[src/rtl/wave_gen_pkg.sv]
// Shared types for the waveform selection path: offer FSM states, index type and
// the default number of selectable settings, also used by the wave generator.
package wave_gen_pkg;

  typedef enum logic [0:0] {
    IDLE  = 1'b0,
    OFFER = 1'b1
  } state_e;

  localparam int unsigned WAVE_NUM_SEL = 4;

  typedef logic [1:0] sel_idx_t;

endpackage

[src/rtl/wave_sel_ctrl.sv]
// Button-driven setting index with a valid/ready offer to the wave generator.
// Define WAVE_SEL_WRAP_EN to wrap the index at its ends; otherwise it saturates.
module wave_sel_ctrl
  import wave_gen_pkg::*;
#(
  parameter int NUM_SEL = WAVE_NUM_SEL,
  parameter int RST_IDX = 0,
  localparam int IDX_W  = $clog2(NUM_SEL)
) (
  input  logic             i_clk,
  input  logic             i_rst_n,
  input  logic             i_up_n,
  input  logic             i_dn_n,
  output logic [IDX_W-1:0] o_sel_idx,
  output logic             o_sel_valid,
  output logic [IDX_W-1:0] o_sel_data,
  input  logic             i_sel_ready,
  output logic             o_busy
);

  localparam logic [IDX_W-1:0] MAX_IDX  = IDX_W'(NUM_SEL - 1);
  localparam logic [IDX_W-1:0] ZERO_IDX = '0;
  localparam logic [IDX_W-1:0] ONE_IDX  = IDX_W'(1);
  localparam logic [IDX_W-1:0] INIT_IDX = IDX_W'(RST_IDX);

  state_e           state, state_n;
  logic [IDX_W-1:0] idx, idx_n;
  logic [IDX_W-1:0] data, data_n;
  logic             dirty, dirty_n;
  logic             up, dn, evt;

  // Simultaneous UP and DOWN strobes cancel each other.
  assign up = !i_up_n && i_dn_n;
  assign dn = !i_dn_n && i_up_n;

  always_comb begin
    idx_n = idx;
    evt   = 1'b0;
`ifdef WAVE_SEL_WRAP_EN
    if (up) begin
      idx_n = (idx == MAX_IDX) ? ZERO_IDX : idx + ONE_IDX;
      evt   = 1'b1;
    end else if (dn) begin
      idx_n = (idx == ZERO_IDX) ? MAX_IDX : idx - ONE_IDX;
      evt   = 1'b1;
    end
`else
    if (up && (idx != MAX_IDX)) begin
      idx_n = idx + ONE_IDX;
      evt   = 1'b1;
    end else if (dn && (idx != ZERO_IDX)) begin
      idx_n = idx - ONE_IDX;
      evt   = 1'b1;
    end
`endif
  end

  always_comb begin
    state_n = state;
    data_n  = data;
    dirty_n = dirty;
    unique case (state)
      IDLE: begin
        if (evt) begin
          state_n = OFFER;
          data_n  = idx_n;
        end
      end
      OFFER: begin
        if (i_sel_ready) begin
          // Presses collected during a stall collapse into one re-offer of the newest index.
          if (dirty || evt) begin
            data_n  = idx_n;
            dirty_n = 1'b0;
          end else begin
            state_n = IDLE;
          end
        end else if (evt) begin
          dirty_n = 1'b1;
        end
      end
      default: state_n = IDLE;
    endcase
  end

  always_ff @(posedge i_clk) begin
    if (!i_rst_n) begin
      state <= IDLE;
      idx   <= INIT_IDX;
      data  <= INIT_IDX;
      dirty <= 1'b0;
    end else begin
      state <= state_n;
      idx   <= idx_n;
      data  <= data_n;
      dirty <= dirty_n;
    end
  end

  assign o_sel_idx   = idx;
  assign o_sel_data  = data;
  assign o_sel_valid = (state == OFFER);
  assign o_busy      = (state == OFFER) | dirty;

endmodule

[config.mk]
export PLATFORM = sky130hd
export DESIGN_NAME = wave_sel_ctrl
export DESIGN_NICKNAME = d
export VERILOG_FILES = /design/src/rtl/wave_gen_pkg.sv /design/src/rtl/wave_sel_ctrl.sv
export SDC_FILE = /design/constraint.sdc
export NUM_CORES = 1
export LEC_CHECK = 0
export BUFFER_PORTS_ARGS = -buffer_cell sky130_fd_sc_hd__buf_2
export CAP_MARGIN = 10
export CORE_AREA = 2 2 39 41
export CTS_CLUSTER_SIZE = 8
export DETAILED_ROUTE_END_ITERATION = 10
export DIE_AREA = 0 0 41 43
export SLEW_MARGIN = 5
export SYNTH_ARGS = -nofsm -noshare
export SYNTH_HDL_FRONTEND = slang
export SYNTH_SLANG_ARGS = --single-unit
[constraint.sdc]
create_clock -name i_clk -period 1.4 [get_ports i_clk]
set_input_delay 0.07 -clock i_clk [delete_from_list [all_inputs] [get_ports i_clk]]
set_output_delay 0.07 -clock i_clk [all_outputs]
set_load 0.02 [all_outputs]
* Yosys cells after proc, flatten, opt, wreduce, memory -nomap -nowiden
Cells that the tools add are included.
** Operators by class
- Add/sub/neg operators :: 2
- Equality and inequality tests :: 5
- Bitwise logic cells :: 2
- Muxes and demuxes :: 15
- Reduce and logical (&&, ||, !) cells :: 11
** Operators with widths (count)
- $mux W2 :: 5
- $mux W1 :: 8
- $ne A2 B2 Y1 const B :: 3
- $reduce_and A3 Y1 :: 2
- $logic_and A1 B1 Y1 :: 4
- $ne A2 B1 Y1 const B :: 2
- $pmux W2 S2 :: 1
- $reduce_bool A2 Y1 :: 2
- $add A2 B1 Y2 const B :: 1
- $logic_not A1 Y1 :: 2
- $pmux W1 S2 :: 1
- $sub A2 B1 Y2 const B :: 1
- $logic_or A1 B1 Y1 :: 1
- $not A1 Y1 :: 1
- $or A1 B1 Y1 :: 1
** Storage, ports and cells
- Register bits :: 6
- Bits of input ports :: 5
- Logic and storage cells :: 39
- Output and inout bits :: 6

* Longest topological paths before layout
Gate-level depths: netlist of the first run.
- Depth after elaboration :: 9
- Depth in mapped cells :: 6
- Depth with buffers taken out :: 6

* Worst setup path before layout of the first run
No wires, ideal clock.
- Kind :: register to register
- From :: register idx[0], in the netlist o_sel_idx[0]
- To :: register data[1], in the netlist o_sel_data[1]
- Clock period less this slack :: 1.477 ns
- Required time :: 1.275 ns
- Setup slack :: -0.077 ns
- Library setup time :: 0.125 ns
- Data arrival time :: 1.352 ns
- Stages on the path, launching flop included :: 6
- Buffers on the path :: 0
- Cell sequence :: dfxtp_1 inv_1 ha_1 a221oi_1 o21a_1 a31oi_1
** Between the ends
- Longest elaborated chain between the ends :: 7
- Elaborated cells on any way between the ends :: 18
- Classes of those cells :: 2 x add/sub; 3 x eq/ne; 8 x mux; 5 x reduce/logical
** Ends and longest elaborated chain
- from (decl) :: line wave_sel_ctrl.sv:27 : logic [IDX_W-1:0] idx, idx_n;
- from (signal assigned) :: line wave_sel_ctrl.sv:94 : idx <= idx_n;
- parallel branches: the longest is 7 deep, another holds $sub A2 B1 Y2
- to (signal assigned) :: line wave_sel_ctrl.sv:95 : data <= data_n;
- to (decl) :: line wave_sel_ctrl.sv:28 : logic [IDX_W-1:0] data, data_n;
Parallel ways; which one is timed is not known. The select of a mux whose other input is x is not followed.
A chain may end at the register's enable or synchronous reset.

* Worst setup path in the final report of the first run
Same ends and word-level chain as after synthesis.

==> results_dict.tcl, run 1 <==
set metrics [dict create \
    final.setup.tns_ns 0 \
    critPathKind "reg2reg" \
    synth_area_leaders "dfxtp_1, a21oi_1, ha_1" \
    status "complete, no violations" \
    postCtsResizedCells 0 \
    wl_per_cell_um 10.4 \
    grt_max_degree 9 \
    hpwl_um 614 \
    skew_ns 0.000959 \
    leakage_uw 0.000219 \
    grt_pass1_vias 260 \
    synth-edff-count 0 \
    rsz0062_at_grt "yes" \
    async_flop_share_pct 0 \
    place_ws_ns 0.0778 \
    ant_nets 0 \
    die_w_um 41 \
    synth-compound-area-share_pct 33.8 \
    die_h_um 43 \
    num_rows 14 \
    initial_core_util_pct 25.7 \
    setup_ws_ns 0.0840 \
    worstSetupStartpoint "o_sel_idx[0]$_SDFF_PN0_" \
    ir_drop_mv 0.410 \
    syn_inst 44 \
    setup_viol 0 \
    io_buffer_count 10 \
    synth_top_family_by_area "compound AO/OA/AOI/OAI gates" \
    firstDrtPassIters 4 \
    tightest_slew_ns 0.270 \
    clk_pin_slew_worst_paths_ns 0.04 \
    critPathArrivalTime_ns 1.44 \
    reg2reg_slack_ns 0.08 \
    yosysSeqAreaShare_pct 33.8 \
    critPathRequiredTime_ns 1.52 \
    r2r_start "o_sel_idx[0]$_SDFF_PN0_" \
    yosys.area.top_type_share_pct 33.8 \
    relSlewSlack_pct 82.0 \
    routabilityCongestion 0.793 \
    worstPathMaxFanout 3 \
    vias_per_cell 4.96 \
    fin_crit_sh_pct 94.0 \
    diodes 0 \
    gr-total-overflow 0 \
    drt_iter0_markers 7 \
    wirelength_um 781 \
    holdWs_ns 0.0443 \
    drive_gt1_share_pct 37.3 \
    yosysTopAreaCell "dfxtp_1" \
    drv_cap 0 \
    combPwrFrac_pct 32.8 \
    via_count 372 \
    seqPwrFrac_pct 38.5 \
    worstSetupEndpointType "flop" \
    hold_start "i_sel_ready" \
    fill_cells 152 \
    clkLatencyLatePin_ns 0.24 \
    synth_fa_ha_area_share_pct 7.04 \
    cp-start-kind "flop" \
    synth.distinct_cells 20 \
    cts_buffers 3 \
    swShare_pct 32.8 \
    antenna_found_initial 0 \
    switching_power_uw 181 \
    cts_root_buf "clkbuf_4" \
    period_needed_ns 1.32 \
    synth_ff_type "dfxtp_1" \
    cts_num_sinks 6 \
    clk_path_buf_depth 2 \
    synth.mux.area_fraction_pct 0 \
    synth_xor_area_share_pct 2.46 \
    htreeDepth 1 \
    netlist_area_sq_um 355 \
    nets 68 \
    synth-simple-area-share_pct 17.6 \
    ys_ff_latch 6 \
    maxSlewViolCount 0 \
    yosys-top-cells-count "dfxtp_1, a21oi_1, inv_1" \
    cts_tree "built" \
    drc 0 \
    p_int_uw 370 \
    grt_usage_pct 9.05 \
    power_density_mw_per_mm2 1180 \
    syn_nets 51 \
    hold_class "in2reg" \
    die-area_sq_mm 0.00176 \
    synth_most_common_cell "dfxtp_1" \
    grt_first_pass_wirelength_um 1040 \
    ios 11 \
    syn2layout_area_growth_pct 31.0 \
    hold_violations 0 \
    core_area_sq_mm 0.00138 \
    max_freq_ghz 0.760 \
    yosysWarningCount 0 \
    syn-mean-instance-area_sq_um 8.08 \
    clock_power_share_pct 28.7 \
]
[critical path, cell delays in order (launching register included)]
cell	delay, ns
dfxtp_2	0.33
inv_1	0.05
ha_1	0.30
a221oi_1	0.27
o21a_1	0.16
a31oi_1	0.08
[area by class of cell]
cell class                      count  area [sq um]  share of cell area [%]
Sequential cell                     6           123                    26.3
Timing Repair Buffer               12          65.1                    14.0
Inverter                            5          18.8                    4.03
Multi-Input combinational cell     33           216                    46.5
Clock buffer                        3          22.5                    4.84
Tap cell                           16          20.0                    4.30
[per-layer routing]
| layer | global-route usage (%) | part of all wire (%) |
|---|---|---|
| met1 | 10.3 | 45 |
| met4 | 6.00 | 0 |
| met5 | 0 | 0 |
| met2 | 12.5 | 48 |
| met3 | 4.71 | 6.8 |
[cell families after synthesis]
family                     after synthesis
DFF                                      6
xor gates and xnor gates                 1
and+or+nand+nor                         12
AOI/OAI and AO/OA                       18
buffers and inverters                    5
adders and majority gates                2
[cells in the final DEF (no fill, tap or decap)]
cell type and instances:
dfxtp_2 2, o21a_1 2, clkbuf_4 3, buf_2 10, a31oi_1 2, dfxtp_1 4, a22o_2 1, nor2_1 3
inv_1 5, and2_2 1, o21ai_0 4, a221oi_1 1, buf_4 2, ha_1 2, a211oi_1 1, nor2_2 1
nand2b_1 3, nand2_1 2, nor3_1 1, o221ai_1 1, a21oi_1 5, or2_2 1, a22oi_2 1, xnor2_1 1
[final timing paths]
check             depth (start not counted)                         end
setup / recovery                          5  o_sel_data[1]$_SDFFE_PN0P_
setup reg to reg                          5  o_sel_data[1]$_SDFFE_PN0P_
hold reg to reg                           2          dirty$_SDFFE_PN0P_
hold / removal                            2          dirty$_SDFFE_PN0P_
[stage by stage]
step	std cells	total power (uW)	utilization (%)	area (sq um)
after floorplan	44	334	-	358
after global routing	75	588	33.6	465
after CTS	75	562	33.6	465
after global placement	72	394	32.0	443
final	75	551	33.6	465
after detailed placement	72	397	32.0	443
[timing repair]
item | CTS | global route
hold buffers | 0 | 0
buffers inserted | 0 | 0
setup endpoints to repair | 0 | 1
[sequential cells by signal (all words and copies together) (netlist names)]
register	flops
dirty	1
o_sel_idx	2
o_sel_valid	1
o_sel_data	2
[power by group through the flow]
stage | Sequential (uW) | Combinational, uW | Clock, uW
floorplan | 238 | 96.7 | 0
global placement | 215 | 179 | 0
detailed placement | 215 | 182 | 0
CTS | 212 | 182 | 168
global route | 214 | 197 | 177
finish | 213 | 181 | 158
(Power assumes the default switching activity.)
==> run 2: changes to the inputs <==
- BUFFER_PORTS_ARGS: -buffer_cell sky130_fd_sc_hd__buf_2 -> -buffer_cell sky130_fd_sc_hd__clkbuf_2
==> results_dict.tcl, run 2 (same netlist as run 1, synthesis figures left out) <==
set metrics [dict create \
    setup_ws_ns 0.118 \
    leakage_uw 0.000222 \
    r2r_start "o_sel_idx[0]$_SDFF_PN0_" \
    postCtsSetupRepairBufs 0 \
    grt_usage_pct 11.0 \
    cp-start-kind "flop" \
    htreeDepth 1 \
    skew_ns 0.00263 \
    relSlewSlack_pct 81.5 \
    clk_pin_slew_worst_paths_ns 0.05 \
    swShare_pct 33.7 \
    layout_common_cells "clkbuf_2, inv_1, a21oi_1" \
    maxSlewViolCount 0 \
    clk_path_buf_depth 2 \
    gr-total-overflow 0 \
    switching_power_uw 196 \
    drc 0 \
    p_int_uw 385 \
    place_ws_ns 0.0665 \
    routabilityCongestion 0.773 \
    power_uw 581 \
    die_h_um 43 \
    grt_first_pass_wirelength_um 1230 \
    holdPathEnd "dirty$_SDFFE_PN0P_" \
    final_area_sq_um 492 \
    wl_per_cell_um 11.4 \
    clkLatencyLatePin_ns 0.24 \
    vias_per_cell 4.77 \
    worstSetupStartpoint "o_sel_idx[0]$_SDFF_PN0_" \
    setup_viol 0 \
    syn2layout_area_growth_pct 38.4 \
    combPwrFrac_pct 35.5 \
    via_count 358 \
    ios 11 \
    seqPwrFrac_pct 36.8 \
    antenna_found_initial 0 \
    place_area_sq_um 443 \
    nets 68 \
    reg2reg_slack_ns 0.12 \
    num_rows 14 \
    cts_root_buf "clkbuf_4" \
    mostFrequentLayoutCell "clkbuf_2" \
    ir_drop_mv 0.418 \
    wirelength_um 855 \
    hold-path-cell-count 2 \
    cts_buffers 3 \
    ant_nets 0 \
    rr_worst_depth 6 \
    reg2reg_to "o_sel_data[1]$_SDFFE_PN0P_" \
    drive_gt1_share_pct 44.1 \
    tightest_slew_ns 0.278 \
    grt_max_degree 9 \
    hold_start "i_sel_ready" \
    max_freq_ghz 0.780 \
    io_buffer_count 10 \
    fin_crit_sh_pct 91.6 \
    worstPathMaxFanout 3 \
    status "complete, no violations" \
    hold_class "in2reg" \
    critPathKind "reg2reg" \
    cts_tree "built" \
    hold_violations 0 \
    hold_buffers 0 \
    critPathRequiredTime_ns 1.52 \
    cts_num_sinks 6 \
    power_density_mw_per_mm2 1180 \
    core_area_sq_mm 0.00138 \
    diodes 0 \
    die_w_um 41 \
    critPathArrivalTime_ns 1.40 \
    die-area_sq_mm 0.00176 \
    hpwl_um 645 \
    drv_cap 0 \
    initial_core_util_pct 25.7 \
    grt_pass1_vias 294 \
    worstSetupEndpointType "flop" \
    clock_power_share_pct 27.7 \
    firstDrtPassIters 4 \
    drt_iter0_markers 7 \
    period_needed_ns 1.28 \
]
==> run 2: worst max path at each step <==
stage                                       endpoint  slack (ns)  depth (start not counted)
after floorplan           o_sel_data[1]$_SDFFE_PN0P_        0.02                          5
after global placement    o_sel_data[1]$_SDFFE_PN0P_        0.11                          5
after detailed placement  o_sel_data[1]$_SDFFE_PN0P_        0.07                          5
after CTS                 o_sel_data[1]$_SDFFE_PN0P_        0.05                          5
after global routing      o_sel_data[1]$_SDFFE_PN0P_       -0.01                          6
final                     o_sel_data[1]$_SDFFE_PN0P_        0.12                          6
==> run 2: worst max-delay path, cell delays in order, from the launching register on <==
cell and delay [ns]:
dfxtp_2 0.33, inv_1 0.07, ha_4 0.28, nor3_2 0.04
o21ai_0 0.17, o21a_1 0.17, a31oi_1 0.10
==> run 2: per-stage QoR <==
stage                     hold WS, ns  TNS (ns)  std cells  util (%)
final                          0.0397         0         75      35.5
after global placement          0.290         0         72      32.0
after CTS                      0.0346         0         75      33.6
after floorplan                 0.166         0         44         -
after global routing           0.0395   -0.0117         75      35.5
after detailed placement        0.284         0         72      32.0
==> run 2: layout make-up <==
cell class	instances	area (sq um)
clock buffers	3	22.5
fillers	153	892
inverters	5	18.8
multi-input cells	33	243
flip-flops and latches	6	123
well taps	16	20.0
repair buffers	12	65.1
==> run 2: power by group through the flow <==
stage,sequential (uW),combinational [uW],clock [uW]
final,214,206,161
after global routing,216,226,181
after CTS,214,182,169
after detailed placement,217,181,0
after global placement,216,179,0
after floorplan,238,96.7,0
==> run 2: timing repair <==
| action | in CTS | in global routing |
|---|---|---|
| setup endpoints to repair | 0 | 1 |
| endpoints found under the hold margin | 0 | 0 |
| gates resized for setup | 0 | 4 |
==> run 2: layer usage <==
| layer | wire length, um | vias to the layer above | GRT usage [%] |
|---|---|---|---|
| met3 | 19 | 2 | 3.14 |
| met4 | 16 | 0 | 10.0 |
| met2 | 441 | 5 | 15.6 |
| met1 | 378 | 162 | 12.3 |
| met5 | 0 | - | 0 |
| li1 | - | 189 | - |
==> run 3: changes to the inputs <==
- CORE_AREA: 2 2 39 41 -> 8 8 45 47
- CTS_BUF_LIST: unset -> sky130_fd_sc_hd__clkbuf_2
- DIE_AREA: 0 0 41 43 -> 0 0 53 55
==> results_dict.tcl, run 3 (same netlist as run 1, synthesis figures left out) <==
set metrics [dict create \
    setup_viol 0 \
    skew_ns 0.0104 \
    routabilityCongestion 0.765 \
    ir_drop_mv 0.428 \
    core_area_sq_mm 0.00138 \
    critPathRequiredTime_ns 1.51 \
    post-route-util_pct 34.6 \
    ant_nets 0 \
    tightest_slew_ns 0.260 \
    reg2reg_to "o_sel_data[0]$_SDFFE_PN0P_" \
    cts_tree "built" \
    antenna_found_initial 0 \
    rsz0062_at_grt "no" \
    hold_buffers 0 \
    die_w_um 53 \
    die_h_um 55 \
    firstDrtPassIters 4 \
    worstPathMaxFanout 3 \
    rr_worst_depth 5 \
    wl_per_cell_um 12.6 \
    cp_cell_sequence "ha_1, nor2_2, a22o_2, a21oi_1, o21a_1" \
    power_uw 536 \
    power_density_mw_per_mm2 1120 \
    worstSetupEndpointType "flop" \
    num_rows 14 \
    place_ws_ns 0.0753 \
    drive_gt1_share_pct 42.4 \
    cts_root_buf "clkbuf_2" \
    fin_crit_sh_pct 91.4 \
    die-area_sq_mm 0.00292 \
    hold_violations 0 \
    clk_pin_slew_worst_paths_ns 0.07 \
    ios 11 \
    critPathSlowestCell "dfxtp_2" \
    hpwl_um 697 \
    status "complete, no violations" \
    grt_pass1_vias 339 \
    initial_core_util_pct 25.7 \
    path_buf_inv 0 \
    relSlewSlack_pct 82.7 \
    layout_common_cells "clkbuf_2, inv_1, a21oi_1" \
    path_delay_family "compound AO/OA/AOI/OAI gates" \
    holdPathEnd "dirty$_SDFFE_PN0P_" \
    mostFrequentLayoutCell "clkbuf_2" \
    hold-path-cell-count 2 \
    reg2reg_slack_ns 0.12 \
    final.setup.tns_ns 0 \
    hold_class "in2reg" \
    cpPeakStageDelay_ns 0.33 \
    drv_cap 0 \
    fill_cells 145 \
    htreeDepth 1 \
    via_count 382 \
    cts_buffers 3 \
    period_needed_ns 1.28 \
    wirelength_um 942 \
    grt_max_degree 9 \
    holdWs_ns 0.0490 \
    maxSlewViolCount 0 \
    gr-total-overflow 0 \
    r2r_start "o_sel_idx[1]$_SDFF_PN0_" \
    diodes 0 \
    nets 68 \
    setup_ws_ns 0.121 \
    cts_num_sinks 6 \
    grt_usage_pct 7.10 \
    clk_path_buf_depth 2 \
    grt_first_pass_wirelength_um 1460 \
    max_freq_ghz 0.782 \
    cp-start-kind "flop" \
    leakage_uw 0.000220 \
    drc 0 \
    clkLatencyLatePin_ns 0.23 \
    io_buffer_count 10 \
    critPathArrivalTime_ns 1.39 \
    critPathKind "reg2reg" \
    vias_per_cell 5.09 \
    hold_start "i_sel_ready" \
    drt_iter0_markers 2 \
    syn2layout_area_growth_pct 34.9 \
]
==> run 3: cell counts in the layout (fill, tap and decap cells not counted) <==
Identical to the previous run, type by type.
==> run 3: area by class of cell <==
cell class / instances / area [sq um] / area share, %
multi-input cells: 33 / 238 / 49.6
flip-flops and latches: 6 / 123 / 25.6
well taps: 16 / 20.0 / 4.18
repair buffers: 12 / 65.1 / 13.6
clock buffers: 3 / 15.0 / 3.13
inverters: 5 / 18.8 / 3.92
==> run 3: worst max path at each step <==
| stage | to | start | depth (start not counted) | slack, ns |
|---|---|---|---|---|
| global route | dirty$_SDFFE_PN0P_ | o_sel_idx[1]$_SDFF_PN0_ | 5 | 0.04 |
| floorplan | o_sel_data[1]$_SDFFE_PN0P_ | o_sel_idx[0]$_SDFF_PN0_ | 5 | 0.02 |
| finish | o_sel_data[0]$_SDFFE_PN0P_ | o_sel_idx[1]$_SDFF_PN0_ | 5 | 0.12 |
| global placement | o_sel_data[1]$_SDFFE_PN0P_ | o_sel_idx[0]$_SDFF_PN0_ | 5 | 0.11 |
| CTS | o_sel_data[1]$_SDFFE_PN0P_ | o_sel_idx[0]$_SDFF_PN0_ | 5 | 0.08 |
| detailed placement | o_sel_data[1]$_SDFFE_PN0P_ | o_sel_idx[0]$_SDFF_PN0_ | 5 | 0.08 |
==> run 3: metrics by stage <==
| step | cells | instance area, sq um |
|---|---|---|
| after global placement | 72 | 443 |
| after floorplan | 44 | 358 |
| after global routing | 75 | 479 |
| final | 75 | 479 |
| after CTS | 75 | 458 |
| after detailed placement | 72 | 443 |
==> run 3: per-layer routing <==
layer  wire [um]  GRT usage, %
met5           0             0
met4          17          6.47
met3          55          3.74
met2         486          10.9
met1         383          6.84
==> run 3: power breakdown <==
part	switching, uW	internal [uW]	leakage, uW	total (uW)
registers	20.0	193	0.0000502	213
clock network	64.2	58.1	0.0000125	122
logic	111	90.2	0.000158	201
==> run 3: what timing repair did <==
item,in CTS,in global routing
setup endpoints to repair,0,2
buffers inserted,0,0
gates resized for setup,0,3
